$ cat src/rtl/mrv1_fu_wb_collect.sv
// ---------------------------------------------------------------------------
// mrv1_fu_wb_collect
//
// Purpose:
//   Collects fire-and-forget completion strobes from NUM_SRC_P functional
//   units, buffers each source in its own small circular FIFO and serializes
//   the buffered results onto a single valid/ready writeback port. The FU
//   side has no backpressure, so each FIFO exports a full flag to issue logic.
//   A completion that arrives at a full FIFO that is not being drained in
//   the same cycle is dropped, and the sticky overflow flag is raised.
//
// Ports:
//   clk_i       clock
//   rst_i       asynchronous active-high reset
//   src_done_i  per-source completion strobe
//   src_res_i   per-source result,  source s at [s*DATA_WIDTH_P +: DATA_WIDTH_P]
//   src_itag_i  per-source itag,    same packing
//   src_tid_i   per-source thread,  same packing
//   src_full_o  per-source FIFO full (registered state only)
//   wb_valid_o  writeback entry available (never depends on wb_ready_i)
//   wb_ready_i  consumer accepts the presented entry
//   wb_data_o   writeback result      (0 when wb_valid_o is low)
//   wb_itag_o   writeback itag        (0 when wb_valid_o is low)
//   wb_tid_o    writeback thread id   (0 when wb_valid_o is low)
//   wb_src_o    originating source    (0 when wb_valid_o is low)
//   overflow_o  sticky: a completion was dropped since reset
//
// NUM_THREADS_P has no meaningful default; every instance must set it.
// ---------------------------------------------------------------------------
module mrv1_fu_wb_collect #(
  parameter  int DATA_WIDTH_P  = 32,
  parameter  int ITAG_WIDTH_P  = 3,
  parameter  int NUM_THREADS_P = 4,
  parameter  int NUM_SRC_P     = 3,
  parameter  int FIFO_DEPTH_P  = 2,
  localparam int TID_WIDTH_LP  = $clog2(NUM_THREADS_P),
  localparam int SRC_WIDTH_LP  = $clog2(NUM_SRC_P)
) (
  input  logic                              clk_i,
  input  logic                              rst_i,
  input  logic [NUM_SRC_P-1:0]              src_done_i,
  input  logic [NUM_SRC_P*DATA_WIDTH_P-1:0] src_res_i,
  input  logic [NUM_SRC_P*ITAG_WIDTH_P-1:0] src_itag_i,
  input  logic [NUM_SRC_P*TID_WIDTH_LP-1:0] src_tid_i,
  output logic [NUM_SRC_P-1:0]              src_full_o,
  output logic                              wb_valid_o,
  input  logic                              wb_ready_i,
  output logic [DATA_WIDTH_P-1:0]           wb_data_o,
  output logic [ITAG_WIDTH_P-1:0]           wb_itag_o,
  output logic [TID_WIDTH_LP-1:0]           wb_tid_o,
  output logic [SRC_WIDTH_LP-1:0]           wb_src_o,
  output logic                              overflow_o
);

  localparam int PTR_W = $clog2(FIFO_DEPTH_P);
  localparam int CNT_W = $clog2(FIFO_DEPTH_P + 1);
  localparam int ENT_W = DATA_WIDTH_P + ITAG_WIDTH_P + TID_WIDTH_LP;
  localparam logic [CNT_W-1:0] FULL_CNT = CNT_W'(FIFO_DEPTH_P);

  logic [ENT_W-1:0]        r_mem   [NUM_SRC_P][FIFO_DEPTH_P];
  logic [PTR_W-1:0]        r_wptr  [NUM_SRC_P];
  logic [PTR_W-1:0]        r_rptr  [NUM_SRC_P];
  logic [CNT_W-1:0]        r_count [NUM_SRC_P];
  logic [SRC_WIDTH_LP-1:0] r_last_grant;
  logic [SRC_WIDTH_LP-1:0] r_lock_src;
  logic                    r_locked;
  logic                    r_overflow;

  logic [NUM_SRC_P-1:0]    w_nonempty;
  logic [NUM_SRC_P-1:0]    w_push;
  logic [NUM_SRC_P-1:0]    w_pop;
  logic [NUM_SRC_P-1:0]    w_drop;
  logic [SRC_WIDTH_LP-1:0] w_rr_grant;
  logic [SRC_WIDTH_LP-1:0] w_grant;
  logic                    w_found;
  logic                    w_valid;
  logic                    w_fire;
  logic [ENT_W-1:0]        w_head;
  int                      w_idx;

  // Occupancy-derived flags; full comes from registered count only.
  always_comb begin
    w_nonempty = '0;
    src_full_o = '0;
    for (int s = 0; s < NUM_SRC_P; s++) begin
      w_nonempty[s] = (r_count[s] != '0);
      src_full_o[s] = (r_count[s] == FULL_CNT);
    end
  end

  assign w_valid = |w_nonempty;
  assign w_fire  = w_valid & wb_ready_i;

  // Round-robin search starting just after the last source that completed a
  // handshake.
  always_comb begin
    w_rr_grant = '0;
    w_found    = 1'b0;
    w_idx      = 0;
    for (int i = 1; i <= NUM_SRC_P; i++) begin
      w_idx = (int'(r_last_grant) + i) % NUM_SRC_P;
      if (!w_found && w_nonempty[w_idx]) begin
        w_found    = 1'b1;
        w_rr_grant = SRC_WIDTH_LP'(w_idx);
      end
    end
  end

  // A presented but unaccepted entry keeps its grant, so a newly arriving
  // higher-priority entry cannot change the payload under the consumer.
  assign w_grant = r_locked ? r_lock_src : w_rr_grant;
  assign w_head  = r_mem[w_grant][r_rptr[w_grant]];

  // A full FIFO can still accept a push when its head leaves the same cycle.
  always_comb begin
    w_pop  = '0;
    w_push = '0;
    w_drop = '0;
    for (int s = 0; s < NUM_SRC_P; s++) begin
      w_pop[s]  = w_fire && (w_grant == SRC_WIDTH_LP'(s));
      w_push[s] = src_done_i[s] && ((r_count[s] != FULL_CNT) || w_pop[s]);
      w_drop[s] = src_done_i[s] && !w_push[s];
    end
  end

  assign wb_valid_o = w_valid;
  assign {wb_data_o, wb_itag_o, wb_tid_o} = w_valid ? w_head : '0;
  assign wb_src_o   = w_valid ? w_grant : '0;
  assign overflow_o = r_overflow;

  // Storage array carries no reset; stale contents are never visible because
  // the payload is gated by occupancy.
  always_ff @(posedge clk_i) begin
    for (int s = 0; s < NUM_SRC_P; s++) begin
      if (w_push[s]) begin
        r_mem[s][r_wptr[s]] <= {src_res_i[s*DATA_WIDTH_P +: DATA_WIDTH_P],
                                src_itag_i[s*ITAG_WIDTH_P +: ITAG_WIDTH_P],
                                src_tid_i[s*TID_WIDTH_LP +: TID_WIDTH_LP]};
      end
    end
  end

  // Pointers, counts, arbitration history and the sticky overflow flag.
  // Depth is a power of two, so pointers wrap by natural overflow.
  always_ff @(posedge clk_i or posedge rst_i) begin
    if (rst_i) begin
      for (int s = 0; s < NUM_SRC_P; s++) begin
        r_wptr[s]  <= '0;
        r_rptr[s]  <= '0;
        r_count[s] <= '0;
      end
      r_last_grant <= SRC_WIDTH_LP'(NUM_SRC_P - 1);
      r_lock_src   <= '0;
      r_locked     <= 1'b0;
      r_overflow   <= 1'b0;
    end else begin
      for (int s = 0; s < NUM_SRC_P; s++) begin
        if (w_push[s]) r_wptr[s] <= r_wptr[s] + PTR_W'(1);
        if (w_pop[s])  r_rptr[s] <= r_rptr[s] + PTR_W'(1);
        if (w_push[s] && !w_pop[s])      r_count[s] <= r_count[s] + CNT_W'(1);
        else if (!w_push[s] && w_pop[s]) r_count[s] <= r_count[s] - CNT_W'(1);
      end
      if (w_fire) r_last_grant <= w_grant;
      r_locked   <= w_valid & ~wb_ready_i;
      r_lock_src <= w_grant;
      if (|w_drop) r_overflow <= 1'b1;
    end
  end

endmodule
$ cat config.mk
export PLATFORM = sky130hd
export DESIGN_NAME = mrv1_fu_wb_collect
export DESIGN_NICKNAME = d
export VERILOG_FILES = /design/src/rtl/mrv1_fu_wb_collect.sv
export SDC_FILE = /design/constraint.sdc
export NUM_CORES = 1
export LEC_CHECK = 0
export CELL_PAD_IN_SITES_DETAIL_PLACEMENT = 1
export CELL_PAD_IN_SITES_GLOBAL_PLACEMENT = 2
export CORE_UTILIZATION = 41
export CTS_CLUSTER_SIZE = 24
export DETAILED_ROUTE_END_ITERATION = 7
export PLACE_DENSITY = 0.85
export SLEW_MARGIN = 25
export SYNTH_ARGS = -nofsm -noshare
export SYNTH_HDL_FRONTEND = slang
export SYNTH_SLANG_ARGS = --single-unit
$ cat constraint.sdc
create_clock -name clk_i -period 10.25 [get_ports clk_i]
set_input_delay 1.025 -clock clk_i [delete_from_list [all_inputs] [get_ports clk_i]]
set_output_delay 1.025 -clock clk_i [all_outputs]
set_load 0.005 [all_outputs]
Word level (Yosys, flattened, before mapping)

Memory sizes are Yosys's and may differ from the RTL's.
Cells that the tools add are included.

Latch bits: 0
Memory bits (read-only): 0
Bits in registers: 18
RAM bits: 222
Logic and storage cells: 140
Output and inout bits: 44
Bits of input ports: 117
Memories kept: 1

Div/mod/pow operators: 3
Mux-type cells: 41
$add $sub $neg: 15
Order comparisons: 11
Reduce and logical (&&, ||, !) cells: 40
Multipliers: 0
Equality and inequality tests: 8
Shifts and indexed selects: 0
Bitwise logic cells: 8

Memories:

| name  | depth | width | read ports | clocked after memory_dff | write ports | line | RTL |
|---|---|---|---|---|---|---|---|
| r_mem | 3     | 74    | 1          | 0                        | 3           | 60   | `logic [ENT_W-1:0] r_mem [NUM_SRC_P][FIFO_DEPTH_P];` |

Operators with widths:

| operator                                                               | count |
|---|---|
| 37-bit 2-to-1 mux                                                      | 7 |
| 74-bit 2-to-1 mux                                                      | 3 |
| 37-bit demux with 1-bit select                                         | 3 |
| 32-bit by 4-bit < comparator with 1-bit output (second input constant) | 3 |
| 32-bit by 3-bit modulo with 32-bit output (second input constant)      | 3 |
| 2-bit 2-to-1 mux                                                       | 11 |
| 1-bit logical AND                                                      | 20 |
| 1-bit 2-to-1 mux                                                       | 13 |
| 2-bit nonzero test                                                     | 6 |
| 1-bit binary-select mux with 2-bit select                              | 4 |
| 2-bit == test (second input constant)                                  | 4 |
| 2-bit >= comparator (second input constant)                            | 4 |
| 1-bit logical NOT                                                      | 8 |
| 1-bit inverter with 2-bit output                                       | 4 |
| 1-bit adder (second input constant)                                    | 6 |
| 2-bit by 1-bit adder with 2-bit output (second input constant)         | 3 |
| 2-bit by 2-bit adder with 3-bit output (second input constant)         | 2 |
| 2-bit by 1-bit < comparator with 1-bit output (second input constant)  | 3 |
| 2-bit != test (second input constant)                                  | 3 |
| 3-bit OR reduction                                                     | 2 |
| 2-bit by 1-bit subtractor with 2-bit output (second input constant)    | 3 |
| 2-bit by 1-bit adder with 3-bit output (second input constant)         | 1 |
| 3-bit >= comparator (second input constant)                            | 1 |
| 1-bit logical OR                                                       | 3 |
| other kinds (5)                                                        | 6 |

Longest topological paths before layout

Depth after elaboration: 22
Mapped depth: 16
Gate-level depth less buffers: 14

Worst setup path before layout

Ideal clock, no wire load.

Kind: reg-to-reg
Start point: register r_last_grant[1]
End point: memory r_mem[1][37] (netlist name), enable pin
Buffers on the path: 2
Library setup time: 0.431 ns
Required time: 9.819 ns
Stages on the path, launching flop included: 13
Arrival time: 3.963 ns
Clock period less this slack: 4.394 ns
Setup slack: 5.856 ns
Cells stage by stage: dfstp_2 -> inv_1 -> ha_1 -> buf_2 -> nor3_2 -> a211oi_1 -> a21o_1 -> o41a_1 -> nand2_2 -> inv_2 -> buf_6 -> o31a_1 -> nor2_1

RTL lines:

| element                | line | RTL |
|---|---|---|
| start, declared        | 64   | `logic [SRC_WIDTH_LP-1:0] r_last_grant;` |
| start signal, assigned | 152  | `r_last_grant <= SRC_WIDTH_LP'(NUM_SRC_P - 1);` |
| start signal, assigned | 163  | `if (w_fire) r_last_grant <= w_grant;` |
| end, declared          | 60   |  |

Final worst setup path

Start point: register r_last_grant[1]
End point: output port wb_data_o[8]

Cells in the longest elaborated chain, start to end: 22
Elaborated cells on any way between the ends: 35
Those cells by class: add/sub: 3; div: 3; mux: 22; bitwise: 2; reduce/logical: 4; memory: 1

Ends and longest elaborated chain:

| element                                                   | line | RTL |
|---|---|---|
| 2-bit by 1-bit adder with 3-bit output                    | 101  | `w_idx = (int'(r_last_grant) + i) % NUM_SRC_P;` |
| 32-bit by 3-bit modulo with 32-bit output                 | 101  |  |
| 1-bit binary-select mux with 2-bit select                 | 102  | `if (!w_found && w_nonempty[w_idx]) begin` |
| 1-bit 2-to-1 mux (not written as such) (2 in series)      | 102  |  |
| 1-bit 2-to-1 mux                                          | 102  |  |
| 1-bit logical NOT                                         | 102  |  |
| 1-bit logical AND                                         | 102  |  |
| 1-bit 2-to-1 mux                                          | 102  |  |
| (+2 left out)                                             | -    |  |
| 2-bit 2-to-1 mux (*)                                      | 102  |  |
| 2-bit 2-to-1 mux (*)                                      | 111  | `assign w_grant = r_locked ? r_lock_src : w_rr_grant;` |
| 2-bit inverter with 3-bit output (not written as such)    | 112  | `assign w_head = r_mem[w_grant][r_rptr[w_grant]];` |
| 1-bit binary-select mux with 2-bit select                 | 112  |  |
| 1-bit 2-to-1 mux (not written as such) (2 in series)      | 112  |  |
| 1-bit inverter with 2-bit output (not written as such)    | 112  |  |
| 37-bit 2-to-1 mux (not written as such) (*) (3 in series) | 112  |  |
| 37-bit 2-to-1 mux (*)                                     | 127  | `assign {wb_data_o, wb_itag_o, wb_tid_o} = w_valid ? w_head : '0;` |
| end, declared                                             | 48   | `output logic [DATA_WIDTH_P-1:0] wb_data_o,` |

Every way passes the cells marked *; elsewhere a longest branch is shown, timed or not. The select of a mux whose other input is x is not followed.

==> impl_metrics.json <==
{
  "tns_ps": 0,
  "postCtsSetupRepairBufs": 0,
  "dieArea_mm2": 0.02676,
  "vias_per_cell": 5.724,
  "timing.fmax_ghz": 0.1691,
  "synthCells": 757,
  "postCtsResizedCells": 0,
  "finalNonFillerCells": 1241,
  "nets": 1013,
  "cts_buffer_depth": 3,
  "outcome": "finished clean",
  "total_leakage_power_nw": 4.722,
  "numPortBuffers": 160,
  "worst_slew_pin_slew_ps": 967.0,
  "antenna_found_initial": 2,
  "yosys-top-cells-area": "edfxtp_1 62%, a21boi_0 5.1%, o311ai_0 4.5%, and3_1 4.3%, or3_1 4.3%",
  "post-route-util_pct": 52.61,
  "clock-sinks": 240,
  "p_seq_share_pct": 28.1,
  "core_mm2": 0.02540,
  "ant_nets": 0,
  "start_util_pct": 42.15,
  "final_common_cell": "edfxtp_1",
  "clk_latency_ps": 540,
  "cp_max_fo": 25,
  "netlist.area_leader.share_pct": 62.27,
  "syn_avg_cell_area_um2": 14.14,
  "dp_hpwl_um": 17180,
  "end_kind": "output pin",
  "final_cell_mix": "222 x edfxtp_1, 160 x clkdlybuf4s50_1, 74 x and3_1",
  "required_ps": 9230,
  "synthArstFlopShare_pct": 7.500,
  "grt_pass1_vias": 7595,
  "drive_above_1_share_pct": 7.819,
  "synth_cell_types": 55,
  "hold_class": "register to register",
  "crit_path_start_kind": "register",
  "drv_slew": 0,
  "nFillCells": 2488,
  "drc_errors": 0,
  "cts-htree-levels": 1,
  "synthFlopType": "edfxtp_1",
  "switching_share_pct": 38.77,
  "setup_violations": 0,
  "combPwrFrac_pct": 55.3,
  "synth_nets": 881,
  "drv_cap": 0,
  "yosysSeqAreaShare_pct": 66.49,
  "routed_wl_um": 28490,
  "ys_seq_elements": 240,
  "p_clk_share_pct": 16.6,
  "syn-cell-area_mm2": 0.01071,
  "grt_max_degree": 135,
  "grt.overflow.total": 0,
  "dieWidth_um": 163.6,
  "track_usage_pct": 21.56,
  "via_count": 7104,
  "syn2layout_area_growth_pct": 24.82,
  "p_int_mw": 3.138,
  "switchingPower_mw": 1.987,
  "path_clk_slew_ps": 60,
  "io_pins": 161,
  "ir_drop_mv": 0.2924,
  "cts_tree": "done",
  "rsz0062_at_grt": "false",
  "numCtsBuffers": 27,
  "synth_edf_count": 222,
  "die_h_um": 163.6,
  "fin_crit_sh_pct": 57.68,
  "multi_input_area_mm2": 0.003293,
  "register_area_mm2": 0.007118,
  "rows": 58,
  "finClkSkew_ps": 16.59,
  "hold_viol": 0,
  "wl_per_cell_um": 22.95,
  "synth_top_area_cell": "edfxtp_1",
  "p_per_area_mw_per_mm2": 383.5,
  "place_inst": 1190,
  "crit_arrival_ps": 4890,
  "grt_pass1_wl_um": 43670,
  "synth_warnings": 0,
  "drt_first_pass_iters": 4,
  "slew_headroom_pct": 34.85,
  "worstSetupPathType": "register to output pin",
  "fin_crit_ps": 5912,
  "cts-root-buf": "clkbuf_16",
  "first_iter_violations": 422,
  "place_congestion": 0.7995,
  "cts_hold_buf": 0
}
-- critical path, stage by stage, from the launching register on --
cell,delay [ps]
dfstp_2,550
inv_1,60
ha_1,280
nor3_2,290
a211oi_1,100
a21o_1,250
o21ai_4,480
and3_1,250
o31a_2,530
buf_4,540
mux2i_1,430
clkdlybuf4s50_1,580
-- flip-flops by register name, indices dropped and copies added (netlist names) --
register      count
r_lock_src        2
r_rptr            3
r_last_grant      2
r_count           6
r_locked          1
overflow_o        1
r_mem           222
r_wptr            3
-- worst paths after layout --
path / start / end / slack [ps] / cells past startpoint
worst max register to register: r_last_grant[1] / r_mem[1][21] / 5390 / 11
worst min-delay path: r_rptr[2] / r_rptr[2] / 480 / 1
min in group asynchronous: rst_i / r_rptr[1] / 910 / 2
worst max-delay path: r_last_grant[1] / wb_data_o[8] / 4340 / 11
max in group asynchronous: rst_i / r_lock_src[1] / 8880 / 2
worst min register to register: r_rptr[2] / r_rptr[2] / 480 / 1
-- per-layer routing --
layer,up-vias,part of all wire [%],global-route usage [%]
li1,3282,-,-
met1,3600,44,28.24
met2,185,49,36.85
met3,37,4.2,3.250
met4,0,2.1,6.439
met5,-,0,0
-- cell usage after synthesis (2+ instances only) --
library cell,number
a211o_1,3
a211oi_1,2
a21boi_0,73
a21o_1,2
a21oi_1,2
a311oi_1,2
a31oi_1,2
and3_1,74
buf_1,6
buf_2,2
buf_6,5
clkbuf_1,59
dfrtp_1,17
edfxtp_1,222
ha_1,7
inv_1,11
mux2i_1,36
nand2_1,4
nand2b_1,7
nand3_1,2
nor2_1,13
nor2_2,2
nor2b_1,4
nor3_1,4
o211ai_1,2
o21a_1,3
o21ai_0,6
o22ai_1,2
o311ai_0,55
o311ai_1,18
o31a_1,2
or3_1,73
xnor2_1,8
xor2_1,6
-- metrics by stage --
step | cell area [um2] | hold WS [ps] | power, mW | setup WS, ps
floorplan | 10710 | 438.2 | 3.093 | 5856
global route | 13360 | 502.1 | 5.452 | 4081
CTS | 13350 | 483.2 | 5.190 | 4221
finish | 13360 | 478.9 | 5.125 | 4338
detailed placement | 12580 | 467.1 | 4.312 | 4811
global placement | 12580 | 463.2 | 4.254 | 4962
-- cell families (layout without fill, tap and decap cells) --
kind of cell	count (synthesis)	count (layout)	share of synthesized area [%]
AOI/OAI and AO/OA	185	185	13.96
xor gates and xnor gates	14	14	1.145
adders and majority gates	7	7	0.8181
buffers and inverters	84	235	3.319
DFF	240	240	66.49
muxes	38	38	3.576
other	0	3	0
and+or+nand+nor	189	189	10.69
-- cell type report --
class / count / share of cell area (%)
inverter: 12 / 0.3371
sequential: 240 / 53.27
clock inverter: 14 / 0.4682
clock buffer: 34 / 5.253
tap: 330 / 3.090
multi-input combinational: 433 / 24.64
antenna: 3 / 0.05618
timing repair buffer: 175 / 12.88
-- power by group through the flow --
| stage | Clock [mW] | Combinational, mW | Sequential [mW] |
|---|---|---|---|
| 2_1_floorplan | 0 | 1.66 | 1.43 |
| 3_3_place_gp | 0 | 2.81 | 1.45 |
| 3_5_place_dp | 0 | 2.85 | 1.46 |
| 4_1_cts | 0.866 | 2.88 | 1.44 |
| 5_1_grt | 0.898 | 3.09 | 1.46 |
| 6_report | 0.850 | 2.83 | 1.44 |
Power figures use the tool's default switching activity.
==> RTL change (config.mk and constraints unchanged) <==
Make the reset (`rst_i`) synchronous in one clocked block. Comments in the files are not updated.
--- a/src/rtl/mrv1_fu_wb_collect.sv
+++ b/src/rtl/mrv1_fu_wb_collect.sv
@@ -144,3 +144,3 @@
   // Depth is a power of two, so pointers wrap by natural overflow.
-  always_ff @(posedge clk_i or posedge rst_i) begin
+  always_ff @(posedge clk_i) begin
     if (rst_i) begin
Behaviour: differs if rst_i is asserted again (counterexample within 4 cycles, from zero or initial values and one cycle with rst_i high); with rst_i held inactive, the same outputs for 4 cycles.
==> RTL change against the original RTL <==
Clock power is 15% higher. Sequential cell count stayed put. Sequential power is 5% lower. Total power is 3.2% lower. Non-clock buffer count is 2 lower. Area after synthesis is 8.1% lower. Worst hold slack worse by 0.010 ns. Highest routed layer is now met5. Combinational power is 7.4% lower. Largest power group unchanged. Wire length is 0.77% higher. Worst setup slack worse by 0.35 ns. Global-route usage is 2.0 points higher. Final area is 4.8% lower. Via count is 6.5% lower.
==> RTL change: results (changes against the original RTL) <==
Outcome: finished, final reports clean (unchanged)
Vias in the first global route: 7404 (was 7595)
Synth Flop Type: edfxtp_1 (unchanged)
Fin nets: 933 (was 1013)
LEAKAGE: 0.004197 µW (was 0.004722 µW)
Diode count: 0 (was 3)
Post-synth top cells: edfxtp_1, a31oi_1, o21ai_0 (was edfxtp_1, and3_1, a21boi_0, or3_1, clkbuf_1)
Share of cells above drive strength 1: 0.1375 (was 0.07819)
Unique masters post-synth: 63 (was 55)
Final wirelength: 28710 µm (was 28490 µm)
Synth Net Count: 776 (was 881)
Post-DP HPWL: 17780 µm (was 17180 µm)
Hold path depth: 2 (was 1)
Layout fillers: 2223 (was 2488)
CP arrival: 5.24 ns (was 4.89 ns)
Synth top area cells: edfxtp_1, a31oi_1, mux2_2, a22oi_1, o21ai_0 (was edfxtp_1, a21boi_0, o311ai_0, and3_1, or3_1)
Clk_skew: 0.02516 ns (was 0.01659 ns)
Largest net degree at the start of global routing: 46 (was 135)
Worst VDD drop: 0.2447 mV (was 0.2924 mV)
CTS buffer count: 26 (was 27)
Relative slew margins: 0.2613 (was 0.3485)
Starting DRT DRC Count: 364 (was 422)
R2R cell count: 10 (was 11)
Maximum fanout along the worst path: 43 (was 25)
Top-area cell type share of the netlist area: 0.7141 (was 0.6227)
Total GRT Usage: 0.2360 (was 0.2156)
Register area share after synthesis: 0.7263 (was 0.6649)
Global placement routability congestion: 0.9139 (was 0.7995)
Drt via density: 5.786 (was 5.724)
Grt ovf: 0 (unchanged)
Wire length of the first global-routing pass: 43050 µm (was 43670 µm)
RTL change: cells by family (layout without fill, tap and decap cells):
group | Yosys count | after routing | synth area share
AOI/OAI and AO/OA | 192 | 192 | 0.1314
and+or+nand+nor | 114 | 114 | 0.06282
adders and majority gates | 7 | 7 | 0.008901
buffers and inverters | 60 | 237 | 0.02645
muxes | 37 | 37 | 0.04234
xor gates and xnor gates | 2 | 2 | 0.001781
DFF | 240 | 240 | 0.7263
RTL change: power by group:
| group | internal [µW] | switching, µW | total, µW |
|---|---|---|---|
| sequential | 1300 | 69.1 | 1370 |
| clock | 591 | 382 | 974 |
| combinational | 1140 | 1480 | 2620 |
RTL change: routing by layer:
metal  vias up  share of wire  GRT usage
met5         -        0.00087          0
met4         4          0.022    0.07470
met3        53          0.064    0.04681
met2       252           0.51     0.4190
met1      3381           0.40     0.2881
li1       2952              -          -
RTL change: final cells by class:
cell class / instances / share of cell area
multi-input combinational: 352 / 0.1971
sequential: 240 / 0.5617
inverter: 16 / 0.004720
clock inverter: 18 / 0.01770
tap: 319 / 0.03137
timing repair buffer: 173 / 0.1351
clock buffer: 30 / 0.05232
RTL change: final timing paths:
| path | slack [ns] | endpoint | from |
|---|---|---|---|
| max | 3.99 | wb_tid_o[1] | r_last_grant[0] |
| min | 0.47 | overflow_o | overflow_o |
| max reg2reg | 5.28 | r_mem[1][4] | r_last_grant[0] |
| min reg2reg | 0.47 | overflow_o | overflow_o |
RTL change: per-stage QoR:
step           instance area, µm²  instances  setup slack [ns]  hold WS, ns
2_1_floorplan                9839        652             5.853       0.4567
3_3_place_gp                11790       1098             4.554       0.4650
3_5_place_dp                11820       1099             4.210       0.4682
4_1_cts                     12710       1147             3.639       0.4769
5_1_grt                     12720       1148             3.774       0.5019
6_report                    12720       1148             3.989       0.4689
RTL change: worst max-delay path, cell delays in order (launching register included):
cell,delay [ns]
dfxtp_1,0.39
inv_1,0.09
ha_1,0.41
inv_2,0.12
o31ai_1,0.61
o21ai_0,0.32
nor3_4,0.16
buf_4,0.55
o31a_2,0.95
a22oi_1,0.16
a31oi_1,0.36
clkdlybuf4s50_1,0.58
